--- src/rtl/regbank_step_console.sv ---
// Button-stepped console for a small register file and ALU: switch commands, chunked
// immediate loads and register read-back, with wide results paged to the LEDs.
module regbank_step_console #(
  parameter int DATA_W  = 32,
  parameter int IN_W    = 16,
  parameter int OUT_W   = 16,
  parameter int AW      = 4,
  parameter int ZERO_R0 = 1
) (
  input  logic             clk,
  input  logic             reset,
  input  logic [IN_W-1:0]  in,
  input  logic             btn,
  output logic [OUT_W-1:0] out,
  output logic [1:0]       state_o,
  output logic             wr_en_o,
  output logic             err
);

  localparam int NREG = 2 ** AW;
  localparam int SW   = $clog2(DATA_W);
  localparam int NIN  = DATA_W / IN_W;
  localparam int NOUT = DATA_W / OUT_W;
  localparam int KW   = (NIN > 1) ? $clog2(NIN) : 1;
  localparam int IW   = (NOUT > 1) ? $clog2(NOUT) : 1;
  localparam logic [KW-1:0] LAST_K   = KW'(NIN - 1);
  localparam logic [IW-1:0] LAST_IDX = IW'(NOUT - 1);

  typedef enum logic [1:0] {
    ST_CMD  = 2'd0,
    ST_FN   = 2'd1,
    ST_IMM  = 2'd2,
    ST_SHOW = 2'd3
  } state_t;

  state_t              r_state, w_nextState;
  logic                r_btnQ;
  logic                w_step;
  logic [DATA_W-1:0]   r_regs [NREG];
  logic [AW-1:0]       r_rs, r_rt, r_rd;
  logic [DATA_W-1:0]   r_acc, w_accNext;
  logic [KW-1:0]       r_k;
  logic [IW-1:0]       r_idx, w_idxNext;
  logic [DATA_W-1:0]   r_result;
  logic [OUT_W-1:0]    r_out;
  logic                r_wrEn;
  logic                r_err;

  logic [1:0]          w_mode;
  logic [AW-1:0]       w_fa, w_fb, w_fc;
  logic [3:0]          w_op;
  logic [SW-1:0]       w_shamt;
  logic [DATA_W-1:0]   w_opA, w_opB, w_readA, w_aluRes;
  logic                w_rdIsZero;

  assign w_mode  = in[IN_W-1 -: 2];
  assign w_fa    = in[IN_W-3 -: AW];
  assign w_fb    = in[IN_W-3-AW -: AW];
  assign w_fc    = in[IN_W-3-2*AW -: AW];
  assign w_op    = in[IN_W-1 -: 4];
  assign w_shamt = in[SW-1:0];

  // The edge detector keeps sampling through reset so a button held across release is ignored
  always_ff @(posedge clk) begin
    r_btnQ <= btn;
  end

  assign w_step     = btn & ~r_btnQ;
  assign w_rdIsZero = (ZERO_R0 != 0) && (r_rd == '0);
  assign w_opA      = ((ZERO_R0 != 0) && (r_rs == '0)) ? '0 : r_regs[r_rs];
  assign w_opB      = ((ZERO_R0 != 0) && (r_rt == '0)) ? '0 : r_regs[r_rt];
  assign w_readA    = ((ZERO_R0 != 0) && (w_fa == '0)) ? '0 : r_regs[w_fa];
  assign w_idxNext  = r_idx + 1'b1;

  always_comb begin
    w_accNext = r_acc;
    w_accNext[r_k*IN_W +: IN_W] = in;
  end

  always_comb begin
    w_aluRes = w_opA;
    case (w_op)
      4'd0:    w_aluRes = w_opA + w_opB;
      4'd1:    w_aluRes = w_opA - w_opB;
      4'd2:    w_aluRes = w_opA & w_opB;
      4'd3:    w_aluRes = w_opA | w_opB;
      4'd4:    w_aluRes = w_opA ^ w_opB;
      4'd5:    w_aluRes = ~(w_opA | w_opB);
      4'd6:    w_aluRes = w_opA << w_shamt;
      4'd7:    w_aluRes = w_opA >> w_shamt;
      4'd8:    w_aluRes = $unsigned($signed(w_opA) >>> w_shamt);
      4'd9:    w_aluRes = {{(DATA_W-1){1'b0}}, ($signed(w_opA) < $signed(w_opB))};
      4'd10:   w_aluRes = w_opA << w_opB[SW-1:0];
      default: w_aluRes = w_opA;
    endcase
  end

  always_ff @(posedge clk) begin
    if (reset) r_state <= ST_CMD;
    else       r_state <= w_nextState;
  end

  always_comb begin
    w_nextState = r_state;
    if (w_step) begin
      case (r_state)
        ST_CMD: begin
          case (w_mode)
            2'b00:   w_nextState = ST_FN;
            2'b01:   w_nextState = ST_IMM;
            2'b10:   w_nextState = ST_SHOW;
            default: w_nextState = ST_CMD;
          endcase
        end
        ST_FN:   w_nextState = ST_SHOW;
        ST_IMM:  if (r_k == LAST_K) w_nextState = ST_SHOW;
        ST_SHOW: if (r_idx == LAST_IDX) w_nextState = ST_CMD;
        default: w_nextState = ST_CMD;
      endcase
    end
  end

  // Operands come from the pre-edge register values, so aliased rs/rt/rd read the old contents
  always_ff @(posedge clk) begin
    if (reset) begin
      for (int i = 0; i < NREG; i++) r_regs[i] <= '0;
      r_rs     <= '0;
      r_rt     <= '0;
      r_rd     <= '0;
      r_acc    <= '0;
      r_k      <= '0;
      r_idx    <= '0;
      r_result <= '0;
      r_out    <= OUT_W'(1);
      r_wrEn   <= 1'b0;
      r_err    <= 1'b0;
    end else begin
      r_wrEn <= 1'b0;
      if (w_step) begin
        case (r_state)
          ST_CMD: begin
            case (w_mode)
              2'b00: begin
                r_rs  <= w_fa;
                r_rt  <= w_fb;
                r_rd  <= w_fc;
                r_out <= OUT_W'(2);
              end
              2'b01: begin
                r_rd  <= w_fa;
                r_acc <= '0;
                r_k   <= '0;
                r_out <= OUT_W'(4);
              end
              2'b10: begin
                r_result <= w_readA;
                r_idx    <= '0;
                r_out    <= w_readA[OUT_W-1:0];
              end
              default: r_err <= 1'b1;
            endcase
          end
          ST_FN: begin
            if (!w_rdIsZero) r_regs[r_rd] <= w_aluRes;
            r_wrEn   <= 1'b1;
            r_result <= w_aluRes;
            r_idx    <= '0;
            r_out    <= w_aluRes[OUT_W-1:0];
          end
          ST_IMM: begin
            r_acc <= w_accNext;
            if (r_k == LAST_K) begin
              if (!w_rdIsZero) r_regs[r_rd] <= w_accNext;
              r_wrEn   <= 1'b1;
              r_result <= w_accNext;
              r_idx    <= '0;
              r_out    <= w_accNext[OUT_W-1:0];
            end else begin
              r_k <= r_k + 1'b1;
            end
          end
          ST_SHOW: begin
            if (r_idx == LAST_IDX) begin
              r_out <= OUT_W'(1);
            end else begin
              r_idx <= w_idxNext;
              r_out <= r_result[w_idxNext*OUT_W +: OUT_W];
            end
          end
          default: ;
        endcase
      end
    end
  end

  assign out     = r_out;
  assign state_o = r_state;
  assign wr_en_o = r_wrEn;
  assign err     = r_err;

endmodule

--- config.mk ---
export PLATFORM = sky130hd
export DESIGN_NAME = regbank_step_console
export DESIGN_NICKNAME = d
export VERILOG_FILES = /design/src/rtl/regbank_step_console.sv
export SDC_FILE = /design/constraint.sdc
export NUM_CORES = 2
export LEC_CHECK = 0
export BUFFER_PORTS_ARGS = -buffer_cell sky130_fd_sc_hd__clkbuf_2
export CORE_MARGIN = 4
export CORE_UTILIZATION = 45
export CTS_CLUSTER_DIAMETER = 150
export DETAILED_ROUTE_END_ITERATION = 6
export PLACE_DENSITY_LB_ADDON = 0.05
export SLEW_MARGIN = 20
export SYNTH_ARGS = -nofsm -noshare
export SYNTH_HDL_FRONTEND = slang
export SYNTH_SLANG_ARGS = --single-unit
--- constraint.sdc ---
create_clock -name clk -period 11.1 [get_ports clk]
set_input_delay 1.11 -clock clk [delete_from_list [all_inputs] [get_ports clk]]
set_output_delay 1.11 -clock clk [all_outputs]
set_load 0.01 [all_outputs]
==> metrics.cfg <==
[status]
run_status = finished, final reports clean

[synth]
netlist_instances = 4415
synth_cell_types = 96
synthFlopType = edfxtp_1
yosys_register_bits = 603
yosysWarnings = 0
yosysSeqAreaShare_pct = 37.7
synth_edf_count = 512
synth_area_sq_um = 45700
synth.avg_cell_area_sq_um = 10.3
async_flop_share_pct = 0

[grt]
track_usage_pct = 40.8
antenna_found_initial = 11
grt_pass1_wl_microns = 309000
grt_max_degree = 60
grt_pass1_vias = 38812
gr-total-overflow = 0

[setup_path]
r2r_cells = 18
worstPathMaxFanout = 39
startpoint_type = flip-flop
crit_path_end = r_regs[2][31]$_SDFFCE_PN0P_
cp_slowest_cell = o21ai_2
r2r_setup_slack_ns = 3.10
crit_type = flip-flop to flip-flop
worstReg2RegEnd = r_regs[2][31]$_SDFFCE_PN0P_
critPathArrivalTime_ns = 8.32
critPathMaxStageDelay_ns = 1.05
critPathCaptureType = flip-flop
required_ns = 11.42
critical_path.cell_chain = buf_4 > mux4_2 > a22oi_1 > nand2_1 > ha_1 > nor3b_1 > o31ai_1 > a31oi_1 > a211oi_1 > buf_4 > o211ai_1 > a21oi_1 > xnor2_1 > o211ai_1 > o32ai_1 > nand4_1 > o21ai_2 > nor2_1

[sta]
hold_ws_ns = 0.485
post-route-period-util_pct = 72.1
period_needed_ns = 8.00
drv_slew = 0
maxSlewHeadroom_pct = 11.8
setup-violations-final = 0
tightestPinTransition_ns = 1.31
fin_tns_setup_ns = 0
hold_violations = 0
timing.fmax_mhz = 125
skew_ns = 0.0324
rsz0062_at_grt = no

[clock_network]
clock_path_buffers = 3
clk_pin_slew_ns = 0.06
cts_max_level = 3
tritoncts = built
hold_buffers = 0
cts_setup_buffers = 0
insertion_delay_ns = 0.62
cts_sinks = 603
numCtsBuffers = 67
postCtsResizedCells = 0
cts_root_buf = clkbuf_16

[floorplan]
dieWidth_microns = 327
num_rows = 116
start_util_pct = 45.5
coreArea_sq_um = 100000
dieArea_sq_um = 107000
die_y_microns = 327
pin_count = 39

[detailed_routing]
ant_nets = 0
drt_iter0_drc = 6349
vias = 41011
drc_errors = 0
routed_wl_microns = 223000
vias_per_cell = 7.14
drt-pass1-iter-count = 6
wire_per_inst_microns = 38.8

[placement]
port_buffers = 38
hpwl_microns = 154000
place_area_sq_um = 47500
gp_congestion = 1.02

[layout]
seqCellArea_sq_um = 17200
layout-drive-gt1-share_pct = 19.5
syn_to_final_growth_pct = 8.51
multi_input_area_sq_um = 26600
postLayoutCellArea_sq_um = 49600
fillCellCount = 9290
final_net_count = 4460

[power]
ir_worst_vdd_mv = 0.125
power_mw = 6.29
p_leak_nw = 16.7
power_density_nw_per_um2 = 127

[worst_hold_path]
hp-class = flip-flop to flip-flop

[job]
drv_cap = 0

where the power goes:
group	internal [mW]	switching, mW	leakage (nW)	total [mW]
logic	0.489	1.04	9.74	1.52
registers	2.53	0.0811	6.01	2.62
clock network	1.20	0.949	0.965	2.15
critical path: cells and delay by family (launching register included):
| kind | cells | cell delay, ns |
|---|---|---|
| AOI/OAI and AO/OA | 9 | 3.40 |
| xor gates and xnor gates | 1 | 0.19 |
| adders and majority gates | 1 | 0.42 |
| buffers and inverters | 2 | 0.89 |
| DFF | 1 | 0.82 |
| muxes | 1 | 0.59 |
| and+or+nand+nor | 4 | 1.31 |
cells in the final DEF, fill, tap and decap left out, drive strengths merged, types with 20 or more instances in the layout:
master   Yosys  final
nor2       800    800
o2111ai     21     21
a31oi       44     44
nand3      100    100
xnor2       30     30
inv        122    124
mux2        57     57
ha         105    105
nor4        22     22
a221oi      29     29
nand4       34     34
a21oi      231    231
dfxtp       91     91
nor3        69     69
a211oi      41     41
clkbuf     246    122
o31ai       24     24
o221ai      31     31
buf        143    175
o21bai      20     20
a22oi      103    103
mux4       355    355
nand2      281    281
nand2b      38     38
edfxtp     512    512
mux2i      294    294
o211ai      47     47
conb         1     32
o21ai      163    163
clkinv       4     21
nor2b       29     29
o22ai       41     41
or2         37     37
and2        22     22
stage by stage:
step | utilization [%] | cells | worst slack, ns
after global routing | 49.3 | 5737 | 2.86
after CTS | 49.3 | 5737 | 3.36
after floorplan | - | 4446 | 5.09
final | 49.3 | 5742 | 3.10
after detailed placement | 47.3 | 5622 | 3.39
after global placement | 47.3 | 5622 | 3.45
cell families after synthesis:
| family | after synthesis | share of synthesized area [%] |
|---|---|---|
| AOI/OAI and AO/OA | 953 | 14.2 |
| xor gates and xnor gates | 34 | 0.652 |
| adders and majority gates | 107 | 2.96 |
| buffers and inverters | 515 | 4.76 |
| DFF | 603 | 37.7 |
| muxes | 706 | 25.4 |
| other | 1 | 0.00821 |
| and+or+nand+nor | 1496 | 14.4 |
cells in the mapped netlist (41+ instances only):
library cell,instances,share of area (%)
nor2_1,778,6.4
edfxtp_1,512,34
mux4_2,355,18
mux2i_1,293,6.4
nand2_1,281,2.3
clkbuf_1,245,2.0
a21oi_1,230,2.5
o21ai_0,143,1.6
inv_1,117,0.96
ha_1,105,2.9
a22oi_1,102,1.7
nand3_1,100,1.1
dfxtp_1,91,4.0
nor3_1,68,0.75
buf_2,60,0.66
mux2_2,55,1.4
buf_1,53,0.44
o211ai_1,47,0.77
o22ai_1,41,0.56
cell type report:
type,instances,area share [%]
well taps,1357,3.43
clock buffers,89,3.68
flip-flops and latches,603,34.8
multi-input cells,3328,53.7
diodes,5,0.0252
repair buffers,208,3.04
clock inverters,26,0.384
inverters,126,0.954
layer usage:
metal	global-route usage, %	wire (microns)	vias up
li1	-	-	16685
met1	53.1	83400	20603
met2	63.2	99000	3055
met3	9.45	24800	656
met4	22.1	15300	12
met5	0	75	-
flip-flops by register name (all words and copies together) (netlist names), named ones only:
signal    count
r_result     16
r_k           1
r_acc        32
wr_en_o       1
out          16
r_regs      512
r_idx         1
r_btnQ        1
r_rs          4
state_o       2
r_rd          4
r_rt          4
err           1
worst min path at each step:
stage,cells past startpoint,end,from
2_1_floorplan,2,r_acc[21]$_SDFFE_PP0P_,r_acc[21]$_SDFFE_PP0P_
3_3_place_gp,2,err$_SDFFE_PP0P_,err$_SDFFE_PP0P_
3_5_place_dp,2,err$_SDFFE_PP0P_,err$_SDFFE_PP0P_
4_1_cts,2,r_acc[21]$_SDFFE_PP0P_,r_acc[21]$_SDFFE_PP0P_
5_1_grt,2,r_acc[21]$_SDFFE_PP0P_,r_acc[21]$_SDFFE_PP0P_
6_report,2,r_acc[21]$_SDFFE_PP0P_,r_acc[21]$_SDFFE_PP0P_
Note: power is estimated with default switching activity, not from simulation.
